==> src/rtl/adc_acq_ctrl.sv <==
// -----------------------------------------------------------------------------
// adc_acq_ctrl
//
// Acquisition controller for a pipelined parallel-output ADC (AD9220 class).
// A rising edge of the synchronised Hold strobe, qualified by StartAcq, starts
// an acquisition: after AdcStartDelay Clk cycles a divided ADC_CLK is produced,
// the first PIPE_LAT captures (converter pipeline latency) are thrown away, and
// the remaining captures are streamed as 16-bit words, either raw or as
// power-of-two block averages. The acquisition ends when AdcDataNumber words
// have been emitted or when the synchronised Hold goes low.
//
// Build option:
//   ADC_AVERAGE_EN - when defined, the accumulator and AvgShift averaging are
//                    compiled in. When undefined, AvgShift is ignored and every
//                    kept capture is emitted as a raw word.
//
// Ports:
//   Clk            system clock
//   reset_n        asynchronous active-low reset
//   Hold           asynchronous hold strobe (2-flop synchronised here)
//   StartAcq       qualifies the Hold rising edge
//   AdcStartDelay  Clk cycles from detected Hold edge to ADC start
//   AdcDataNumber  output words per acquisition (0 = no conversion at all)
//   AvgShift       2^AvgShift captures per output word (0 = raw)
//   ADC_DATA       converter parallel output
//   ADC_OTR        converter out-of-range flag
//   ADC_CLK        generated converter clock
//   Data           {zero pad, OTR, sample/average}
//   Data_en        one-cycle strobe qualifying Data
//   Busy           high whenever the controller is not idle
//   Done           one-cycle pulse at the end of an acquisition
// -----------------------------------------------------------------------------
module adc_acq_ctrl #(
  parameter int ADC_WIDTH   = 12,
  parameter int CLK_DIV     = 4,
  parameter int PIPE_LAT    = 3,
  parameter int DELAY_WIDTH = 4,
  parameter int CNT_WIDTH   = 8
) (
  input  logic                   Clk,
  input  logic                   reset_n,
  input  logic                   Hold,
  input  logic                   StartAcq,
  input  logic [DELAY_WIDTH-1:0] AdcStartDelay,
  input  logic [CNT_WIDTH-1:0]   AdcDataNumber,
  input  logic [2:0]             AvgShift,
  input  logic [ADC_WIDTH-1:0]   ADC_DATA,
  input  logic                   ADC_OTR,
  output logic                   ADC_CLK,
  output logic [15:0]            Data,
  output logic                   Data_en,
  output logic                   Busy,
  output logic                   Done
);

  localparam int DIV_W = $clog2(CLK_DIV);
  // Sized so that the value PIPE_LAT itself is representable, even for 0.
  localparam int PL_W  = $clog2(PIPE_LAT + 2);
  // Enough headroom for 2^7 full-scale captures.
  localparam int ACC_W = ADC_WIDTH + 7;

  typedef enum logic [1:0] {
    IDLE  = 2'd0,
    DELAY = 2'd1,
    RUN   = 2'd2,
    DONE  = 2'd3
  } state_t;

  state_t                 state;
  logic                   holdMeta;
  logic                   holdSync;
  logic                   holdRising;

  logic [DELAY_WIDTH-1:0] delayR;
  logic [DELAY_WIDTH-1:0] delayCnt;
  logic [CNT_WIDTH-1:0]   numR;
  logic [CNT_WIDTH-1:0]   wordCnt;
  logic [DIV_W-1:0]       divCnt;
  logic [DIV_W-1:0]       divNext;
  logic [PL_W-1:0]        discardCnt;
  logic                   clkRun;
  logic                   wordDone;
  logic                   capValid;
  logic [ADC_WIDTH-1:0]   capData;
  logic                   capOtr;

  logic                   delayLast;
  logic                   capUse;
  logic                   emit;
  logic                   wordHit;
  logic [ADC_WIDTH-1:0]   wordVal;
  logic                   wordOtr;

`ifdef ADC_AVERAGE_EN
  logic [2:0]             shiftR;
  logic [ACC_W-1:0]       acc;
  logic [ACC_W-1:0]       accSum;
  logic [7:0]             grpCnt;
  logic [7:0]             grpNext;
  logic                   otrAcc;
`else
  logic                   unusedAvgShift;
  assign unusedAvgShift = ^AvgShift;
`endif

  // Builds the 16-bit output word: sample in the low bits, OTR just above it.
  function automatic logic [15:0] packWord(input logic otr, input logic [ADC_WIDTH-1:0] val);
    logic [15:0] w;
    w                  = 16'h0000;
    w[ADC_WIDTH]       = otr;
    w[ADC_WIDTH-1:0]   = val;
    return w;
  endfunction

  // Two-flop synchroniser for the asynchronous Hold strobe.
  always_ff @(posedge Clk or negedge reset_n) begin
    if (!reset_n) begin
      holdMeta <= 1'b0;
      holdSync <= 1'b0;
    end else begin
      holdMeta <= Hold;
      holdSync <= holdMeta;
    end
  end

  // The rising edge is taken one stage early so DELAY is entered on the
  // second edge that sees Hold high.
  assign holdRising = holdMeta & ~holdSync;

  // Next-state helpers: divider step, delay end, capture use and word emission.
  always_comb begin
    divNext   = (divCnt == DIV_W'(CLK_DIV - 1)) ? {DIV_W{1'b0}} : (divCnt + DIV_W'(1));
    delayLast = (delayR == {DELAY_WIDTH{1'b0}}) || (delayCnt == (delayR - DELAY_WIDTH'(1)));
    capUse    = capValid && (discardCnt == PL_W'(PIPE_LAT));
`ifdef ADC_AVERAGE_EN
    accSum    = acc + ACC_W'(capData);
    grpNext   = grpCnt + 8'd1;
    // Truncating shift; the sum of 2^shift samples always fits ADC_WIDTH after it.
    wordVal   = ADC_WIDTH'(accSum >> shiftR);
    wordOtr   = otrAcc | capOtr;
    emit      = capUse && (grpNext == (8'd1 << shiftR));
`else
    wordVal   = capData;
    wordOtr   = capOtr;
    emit      = capUse;
`endif
    wordHit   = emit && ((wordCnt + CNT_WIDTH'(1)) == numR);
  end

  // Main FSM with registered outputs, divider, capture and word assembly.
  always_ff @(posedge Clk or negedge reset_n) begin
    if (!reset_n) begin
      state      <= IDLE;
      ADC_CLK    <= 1'b0;
      Data       <= 16'h0000;
      Data_en    <= 1'b0;
      Busy       <= 1'b0;
      Done       <= 1'b0;
      delayR     <= {DELAY_WIDTH{1'b0}};
      delayCnt   <= {DELAY_WIDTH{1'b0}};
      numR       <= {CNT_WIDTH{1'b0}};
      wordCnt    <= {CNT_WIDTH{1'b0}};
      divCnt     <= {DIV_W{1'b0}};
      discardCnt <= {PL_W{1'b0}};
      clkRun     <= 1'b0;
      wordDone   <= 1'b0;
      capValid   <= 1'b0;
      capData    <= {ADC_WIDTH{1'b0}};
      capOtr     <= 1'b0;
`ifdef ADC_AVERAGE_EN
      shiftR     <= 3'd0;
      acc        <= {ACC_W{1'b0}};
      grpCnt     <= 8'd0;
      otrAcc     <= 1'b0;
`endif
    end else begin
      Data_en  <= 1'b0;
      Done     <= 1'b0;
      capValid <= 1'b0;

      case (state)
        IDLE: begin
          Busy    <= 1'b0;
          ADC_CLK <= 1'b0;
          if (holdRising && StartAcq) begin
            state      <= DELAY;
            Busy       <= 1'b1;
            delayR     <= AdcStartDelay;
            numR       <= AdcDataNumber;
            delayCnt   <= {DELAY_WIDTH{1'b0}};
            wordCnt    <= {CNT_WIDTH{1'b0}};
            discardCnt <= {PL_W{1'b0}};
            wordDone   <= 1'b0;
            clkRun     <= 1'b0;
`ifdef ADC_AVERAGE_EN
            shiftR     <= AvgShift;
            acc        <= {ACC_W{1'b0}};
            grpCnt     <= 8'd0;
            otrAcc     <= 1'b0;
`endif
          end else begin
            state <= IDLE;
          end
        end

        DELAY: begin
          if (delayLast) begin
            if (numR == {CNT_WIDTH{1'b0}}) begin
              // Nothing to convert: finish without ever toggling ADC_CLK.
              state <= DONE;
              Done  <= 1'b1;
            end else begin
              state   <= RUN;
              divCnt  <= {DIV_W{1'b0}};
              ADC_CLK <= 1'b1;
              clkRun  <= 1'b1;
            end
          end else begin
            delayCnt <= delayCnt + DELAY_WIDTH'(1);
          end
        end

        RUN: begin
          // Consume the capture registered on the previous edge.
          if (capValid && !capUse) begin
            discardCnt <= discardCnt + PL_W'(1);
          end else if (emit) begin
            Data    <= packWord(wordOtr, wordVal);
            Data_en <= 1'b1;
            wordCnt <= wordCnt + CNT_WIDTH'(1);
`ifdef ADC_AVERAGE_EN
            acc     <= {ACC_W{1'b0}};
            grpCnt  <= 8'd0;
            otrAcc  <= 1'b0;
          end else if (capUse) begin
            acc     <= accSum;
            grpCnt  <= grpNext;
            otrAcc  <= wordOtr;
`endif
          end else begin
            wordCnt <= wordCnt;
          end

          if (wordDone || !holdSync) begin
            // Exit: any partial average is dropped and the converter clock stops.
            state   <= DONE;
            Done    <= 1'b1;
            ADC_CLK <= 1'b0;
            clkRun  <= 1'b0;
`ifdef ADC_AVERAGE_EN
            acc     <= {ACC_W{1'b0}};
            grpCnt  <= 8'd0;
            otrAcc  <= 1'b0;
`endif
          end else if (wordHit) begin
            // Last word goes out now; hold ADC_CLK low while the exit is taken.
            wordDone <= 1'b1;
            clkRun   <= 1'b0;
            ADC_CLK  <= 1'b0;
          end else if (clkRun) begin
            divCnt  <= divNext;
            ADC_CLK <= (divNext < DIV_W'(CLK_DIV / 2));
            // Sample one Clk before the ADC_CLK rising edge so the ADC output
            // delay has a whole Clk period to settle.
            if (divNext == DIV_W'(CLK_DIV - 1)) begin
              capValid <= 1'b1;
              capData  <= ADC_DATA;
              capOtr   <= ADC_OTR;
            end else begin
              capValid <= 1'b0;
            end
          end else begin
            ADC_CLK <= 1'b0;
          end
        end

        DONE: begin
          state <= IDLE;
          Busy  <= 1'b0;
        end

        default: begin
          state   <= IDLE;
          Busy    <= 1'b0;
          ADC_CLK <= 1'b0;
        end
      endcase
    end
  end

endmodule

==> config.mk <==
export PLATFORM = sky130hd
export DESIGN_NAME = adc_acq_ctrl
export DESIGN_NICKNAME = d
export VERILOG_FILES = /design/src/rtl/adc_acq_ctrl.sv
export SDC_FILE = /design/constraint.sdc
export NUM_CORES = 1
export LEC_CHECK = 0
export BUFFER_PORTS_ARGS = -buffer_cell sky130_fd_sc_hd__buf_2
export CORE_ASPECT_RATIO = 1.2
export CORE_MARGIN = 3
export CORE_UTILIZATION = 45
export CTS_CLUSTER_DIAMETER = 30
export DETAILED_ROUTE_END_ITERATION = 10
export GPL_ROUTABILITY_DRIVEN = 0
export GPL_TIMING_DRIVEN = 0
export PLACE_DENSITY = 0.66
export SLEW_MARGIN = 25
export SYNTH_ARGS = -nofsm -noshare
export SYNTH_HDL_FRONTEND = slang
export SYNTH_SLANG_ARGS = --single-unit
==> constraint.sdc <==
create_clock -name Clk -period 3.2 [get_ports Clk]
set_input_delay 0.96 -clock Clk [delete_from_list [all_inputs] [get_ports Clk]]
set_output_delay 0.96 -clock Clk [all_outputs]
set_load 0.01 [all_outputs]
==> flow_metrics.py, run 1 <==
metrics = {
    "sta": {
        "fin_skew_ns": 0.00380,
        "finalSetupViolCount": 0,
        "tightest_slew_ns": 0.678,
        "slew_headroom_pct": 54.4,
        "fmax_mhz": 352,
        "finalCriticalPeriod_ns": 2.84,
        "period_share_pct": 88.7,
        "finalSetupTns_ns": 0,
        "slew_viol_final": 0,
        "rsz0062_at_grt": "no",
        "final_hold_viol_count": 0,
    },
    "synthesis": {
        "syn-cell-area_um2": 3290,
        "synthCells": 315,
        "yosysTopAreaCellShare_pct": 50.2,
        "ys_types": 50,
        "netlist_top_cells_area": "dfrtp_1 50%, nand2_1 7.5%, mux2_2 6.2%",
        "yosysSeqAreaShare_pct": 50.2,
        "synth_ff_type": "dfrtp_1",
        "synth_edf_count": 0,
        "postSynth.asyncResetShare_pct": 100,
        "avgSynthCellArea_um2": 10.5,
        "ys_ff_latch": 66,
        "yosysTopAreaCell": "dfrtp_1",
        "synth_warnings": 0,
    },
    "pwr": {
        "p_per_area_nw_per_um2": 717,
        "p_leak_nw": 1.98,
        "power_mw": 2.79,
        "vdd_drop_max_mv": 0.363,
    },
    "critical_path": {
        "worstSetupEndpointType": "flip-flop",
        "rr_worst_depth": 9,
        "cp_top_family": "compound AO/OA/AOI/OAI gates",
        "cp-start-kind": "flip-flop",
        "critPathSlowestCell": "dfrtp_1",
        "r2r_start": "wordCnt[0]$_DFFE_PN0P_",
        "slowest_delay_ns": 0.44,
        "crit_fanout": 10,
        "reg2reg_slack_ns": 0.36,
        "worstPathBufferInverterCount": 2,
        "path_cells": "ha_1 > clkbuf_1 > nand2_1 > a211o_1 > a221o_1 > a2111oi_4 > nor2_2 > buf_6 > mux2_4",
        "cp.arrival_ns": 3.07,
        "r2r-end": "capData[3]$_DFFE_PN0P_",
        "cp.required_ns": 3.43,
        "path_class": "flip-flop to flip-flop",
    },
    "detailed_routing": {
        "drtPass1Iterations": 4,
        "vias": 2409,
        "routed_via_density": 5.17,
        "wire_per_inst_um": 14.4,
        "antenna_left": 0,
        "routed_wl_mm": 6.69,
        "drc": 0,
        "drtIter0Drc": 94,
    },
    "cells_and_area": {
        "insertedDiodeCount": 0,
        "nNetsFinal": 418,
        "finalCoreUtilization_pct": 55.8,
        "area_growth_pct": 18.2,
        "final_cell_mix": "66 x dfrtp_1, 66 x nand2_1, 46 x buf_2",
        "drive_gt1_share_pct": 27.4,
        "fin_cells": 466,
        "final_area_um2": 3890,
    },
    "global_route": {
        "grt_pass1_wl_mm": 11.4,
        "grt_overflow": 0,
        "antenna_found_initial": 0,
        "grt_pass1_vias": 2488,
        "grt_max_degree": 38,
        "track_usage_pct": 17.1,
    },
    "place": {
        "hpwl_mm": 4.85,
        "dp_cells": 450,
        "port_buffers": 45,
        "placed_cell_area_um2": 3660,
    },
    "run_status": {
        "status": "finished clean",
    },
    "clocking": {
        "clk_latency_ns": 0.34,
        "cts_tree": "built",
        "post_cts_buffers": 0,
        "cts_hold_buf": 0,
        "h-tree-depth": 3,
        "cts_root_buffer": "clkbuf_8",
        "clkTransAtPathRegs_ns": 0.07,
        "numCtsBuffers": 9,
        "clockBufferDepth": 2,
        "clock-sinks": 66,
        "postCtsResizedCells": 0,
    },
    "die": {
        "die-area_um2": 8380,
        "die_h_um": 99.7,
        "core_area_um2": 6980,
        "std_cell_rows": 33,
        "die_x_um": 84.1,
        "ios": 52,
        "initial_core_util_pct": 47.2,
    },
    "worst_hold_path": {
        "hp-class": "flip-flop to flip-flop",
        "min_path_cells": 0,
        "hp-start": "holdMeta$_DFF_PN0_",
        "holdPathEnd": "holdSync$_DFF_PN0_",
    },
    "run": {
        "cap_violations": 0,
    },
}
## sequential cells by signal, summed over array words and instances, names as in the netlist, 2 cells and up
register / count
delayR: 4
delayCnt: 4
wordCnt: 8
capData: 12
numR: 8
state: 2
discardCnt: 3
Data: 13
divCnt: 2
## Yosys cell counts, types with 2 or more instances
cell       n
ha_1      12
and3_1     2
nand4_1    2
nor4_1     3
nor3_1     6
nand2_1   66
nand3b_1   3
and2_1     2
xor2_1     8
dfrtp_1   66
buf_4      3
mux2_2    18
mux2_4     9
a21boi_0   2
inv_1     15
o31ai_1    4
nor2_1    14
nand2b_1   5
or4_1      2
clkbuf_1   4
o21ai_0   19
o211ai_1   2
buf_2      2
nand3_1    9
a21oi_1    3
buf_6      2
or2_2      3
xnor2_1    7
## worst max path at each step
stage / startpoint / endpoint / slack (ns) / cells past startpoint
global route: wordCnt[0]$_DFFE_PN0P_ / capData[3]$_DFFE_PN0P_ / 0.22 / 9
CTS: wordCnt[0]$_DFFE_PN0P_ / capData[3]$_DFFE_PN0P_ / 0.37 / 9
global placement: wordCnt[0]$_DFFE_PN0P_ / capData[5]$_DFFE_PN0P_ / 0.40 / 9
detailed placement: wordCnt[0]$_DFFE_PN0P_ / capData[7]$_DFFE_PN0P_ / 0.39 / 9
finish: wordCnt[0]$_DFFE_PN0P_ / capData[3]$_DFFE_PN0P_ / 0.36 / 9
floorplan: wordCnt[0]$_DFFE_PN0P_ / capData[10]$_DFFE_PN0P_ / 0.73 / 9
## layer usage
metal  vias to the layer above  routed length, um  GRT usage [%]
met5                         -                  0              0
met4                         0                173           8.91
met3                        16                330           4.14
met2                        59               3090           27.8
met1                      1153               3090           21.1
li1                       1181                  -              -
## area by class of cell
type / count / area, um2
fill: 613 / 3080
sequential: 66 / 1650
multi-input combinational: 223 / 1510
timing repair buffer: 46 / 248
clock buffer: 11 / 151
tap: 87 / 109
clock inverter: 5 / 85.1
buffer: 13 / 78.8
inverter: 15 / 56.3
## stage by stage
step / hold WS, ns / worst slack, ns
floorplan: 0.375 / 0.728
global placement: 0.400 / 0.405
detailed placement: 0.410 / 0.394
CTS: 0.427 / 0.375
global route: 0.463 / 0.216
finish: 0.427 / 0.360
## cells by family after synthesis
logic type	after synthesis	synth area share [%]
buf+inv	28	4.10
fa+ha+maj	12	4.56
other cells	1	0.114
flops	66	50.2
mux	28	10.6
simple gates	123	17.1
compound gates	41	8.66
xor+xnor	16	4.71
## worst reg2reg max path: cells and delay by family, from the launching register on
kind / cells / cell delay, ns
multiplexers: 1 / 0.30
flip-flops: 1 / 0.44
AO/OA/AOI/OAI: 3 / 1.05
adder cells (fa/ha/maj): 1 / 0.17
buffers and inverters: 2 / 0.47
AND/OR/NAND/NOR: 2 / 0.30
## power by group
| group | leakage (nW) | internal (mW) | switching, mW |
|---|---|---|---|
| logic | 0.978 | 0.390 | 0.445 |
| clock network | 0.116 | 0.485 | 0.333 |
| registers | 0.886 | 0.993 | 0.148 |
| total | 1.98 | 1.87 | 0.926 |
No activity file was read; power rests on OpenSTA's default activity.
==> inputs of run 2 (changes only) <==
--- a/config.mk
+++ b/config.mk
@@ -8,12 +8,12 @@
 export BUFFER_PORTS_ARGS = -buffer_cell sky130_fd_sc_hd__buf_2
 export CORE_ASPECT_RATIO = 1.2
 export CORE_MARGIN = 3
-export CORE_UTILIZATION = 45
+export CORE_UTILIZATION = 46
 export CTS_CLUSTER_DIAMETER = 30
 export DETAILED_ROUTE_END_ITERATION = 10
 export GPL_ROUTABILITY_DRIVEN = 0
 export GPL_TIMING_DRIVEN = 0
-export PLACE_DENSITY = 0.66
+export PLACE_DENSITY = 0.75
 export SLEW_MARGIN = 25
 export SYNTH_ARGS = -nofsm -noshare
 export SYNTH_HDL_FRONTEND = slang
==> run 2 against run 1 <==
Effect of this change: sequential cell count unchanged; fmax is 0.11% lower; die area shrank 2.0%; utilization rose by 0.16 points; register-to-register slack hardly changed; sequential power is essentially flat; via count up 0.87%; combinational power is 0.6% lower; power shrank 4.4%; count of clock-buffer cells in the layout fell by 2; clock skew grew 0.0021 ns.
==> flow_metrics.py, run 2 (same netlist as run 1, synthesis figures left out) <==
metrics = {
    "detailed_routing": {
        "antenna_left": 0,
        "drc": 0,
        "drtIter0Drc": 83,
        "routed_via_density": 5.21,
        "drtPass1Iterations": 4,
        "wire_per_inst_um": 14.1,
        "vias": 2430,
        "routed_wl_mm": 6.56,
    },
    "sta": {
        "slew_headroom_pct": 49.4,
        "fmax_mhz": 352,
        "fin_skew_ns": 0.00591,
        "period_share_pct": 88.8,
        "slew_viol_final": 0,
        "finalSetupTns_ns": 0,
        "tightest_slew_ns": 0.752,
        "finalSetupViolCount": 0,
        "finalCriticalPeriod_ns": 2.84,
        "final_hold_viol_count": 0,
        "rsz0062_at_grt": "no",
    },
    "critical_path": {
        "rr_worst_depth": 9,
        "r2r-end": "capData[8]$_DFFE_PN0P_",
        "r2r_start": "wordCnt[0]$_DFFE_PN0P_",
        "cp.required_ns": 3.43,
        "critPathSlowestCell": "dfrtp_1",
        "crit_start": "wordCnt[0]$_DFFE_PN0P_",
        "worstSetupEndpointType": "flip-flop",
        "path_cells": "ha_1 > clkbuf_1 > nand2_1 > a211o_1 > a221o_1 > a2111oi_4 > nor2_2 > buf_6 > mux2_4",
        "slowest_delay_ns": 0.44,
        "path_class": "flip-flop to flip-flop",
        "reg2reg_slack_ns": 0.36,
        "crit_fanout": 10,
        "cp.arrival_ns": 3.07,
        "cp-start-kind": "flip-flop",
        "crit_end": "capData[8]$_DFFE_PN0P_",
    },
    "clocking": {
        "clock-sinks": 66,
        "clockBufferDepth": 2,
        "h-tree-depth": 3,
        "post_cts_buffers": 0,
        "cts_tree": "built",
        "numCtsBuffers": 9,
        "postCtsResizedCells": 0,
        "cts_hold_buf": 0,
        "clk_latency_ns": 0.34,
        "cts_root_buffer": "clkbuf_8",
        "clkTransAtPathRegs_ns": 0.07,
    },
    "cells_and_area": {
        "insertedDiodeCount": 0,
        "largest_reg_flops": 13,
        "drive_gt1_share_pct": 27.4,
        "reg_top3": "Data x13, capData x12",
        "final_cell_mix": "66 x dfrtp_1, 66 x nand2_1, 46 x buf_2",
        "largest_register": "Data",
        "area_growth_pct": 17.2,
        "nNetsFinal": 418,
    },
    "pwr": {
        "vdd_drop_max_mv": 0.330,
        "p_per_area_nw_per_um2": 692,
        "p_leak_nw": 1.96,
        "power_mw": 2.67,
    },
    "die": {
        "die_h_um": 98.7,
        "initial_core_util_pct": 47.8,
        "die_x_um": 83.2,
        "ios": 52,
        "core_area_um2": 6900,
        "die-area_um2": 8210,
        "std_cell_rows": 33,
    },
    "global_route": {
        "grt_overflow": 0,
        "grt_pass1_wl_mm": 11.3,
        "antenna_found_initial": 0,
        "grt_max_degree": 41,
        "track_usage_pct": 17.0,
        "grt_pass1_vias": 2409,
    },
    "worst_hold_path": {
        "hp-class": "flip-flop to flip-flop",
    },
    "run_status": {
        "status": "finished clean",
    },
    "run": {
        "cap_violations": 0,
    },
    "place": {
        "port_buffers": 45,
        "hpwl_mm": 4.88,
    },
}
==> run 2: worst min-delay path by stage <==
stage	start	end	slack, ns	depth (start not counted)
floorplan	holdMeta$_DFF_PN0_	holdSync$_DFF_PN0_	0.37	0
global placement	holdMeta$_DFF_PN0_	holdSync$_DFF_PN0_	0.40	0
detailed placement	holdMeta$_DFF_PN0_	holdSync$_DFF_PN0_	0.43	0
CTS	holdMeta$_DFF_PN0_	holdSync$_DFF_PN0_	0.44	0
global route	holdMeta$_DFF_PN0_	holdSync$_DFF_PN0_	0.46	0
finish	holdMeta$_DFF_PN0_	holdSync$_DFF_PN0_	0.44	0
==> run 2: cell type report <==
cell class	instances	area [um2]
clock buffers	9	124
repair buffers	46	248
multi-input cells	223	1510
inverters	15	56.3
plain buffers	13	78.8
flip-flops and latches	66	1650
fillers	587	3040
clock inverters	7	77.6
well taps	87	109
==> run 2: where the power goes <==
part / switching, mW / internal (mW)
Clock: 0.338 / 0.366
Sequential: 0.147 / 0.992
Combinational: 0.438 / 0.391
==> run 2: worst max-delay path, delay by kind of cell, from the launching register on <==
family                     cells  cell delay (ns)
buffers and inverters          2             0.48
AOI/OAI and AO/OA              3             1.03
and+or+nand+nor                2             0.31
adders and majority gates      1             0.17
DFF                            1             0.44
muxes                          1             0.30
==> run 2: per-layer routing <==
metal	track usage (%)	wire [um]
met2	27.9	3210
met4	6.04	90
met5	0	0
met3	4.26	330
met1	22.0	2920
==> run 2: through the flow <==
step	setup WS [ns]	hold slack, ns	std cells	util, %	cell area (um2)
detailed placement	0.403	0.425	450	53.0	3660
floorplan	0.728	0.375	317	-	3300
finish	0.357	0.436	466	56.0	3860
global route	0.174	0.458	466	56.0	3860
global placement	0.425	0.400	449	52.7	3630
CTS	0.395	0.438	466	56.0	3860
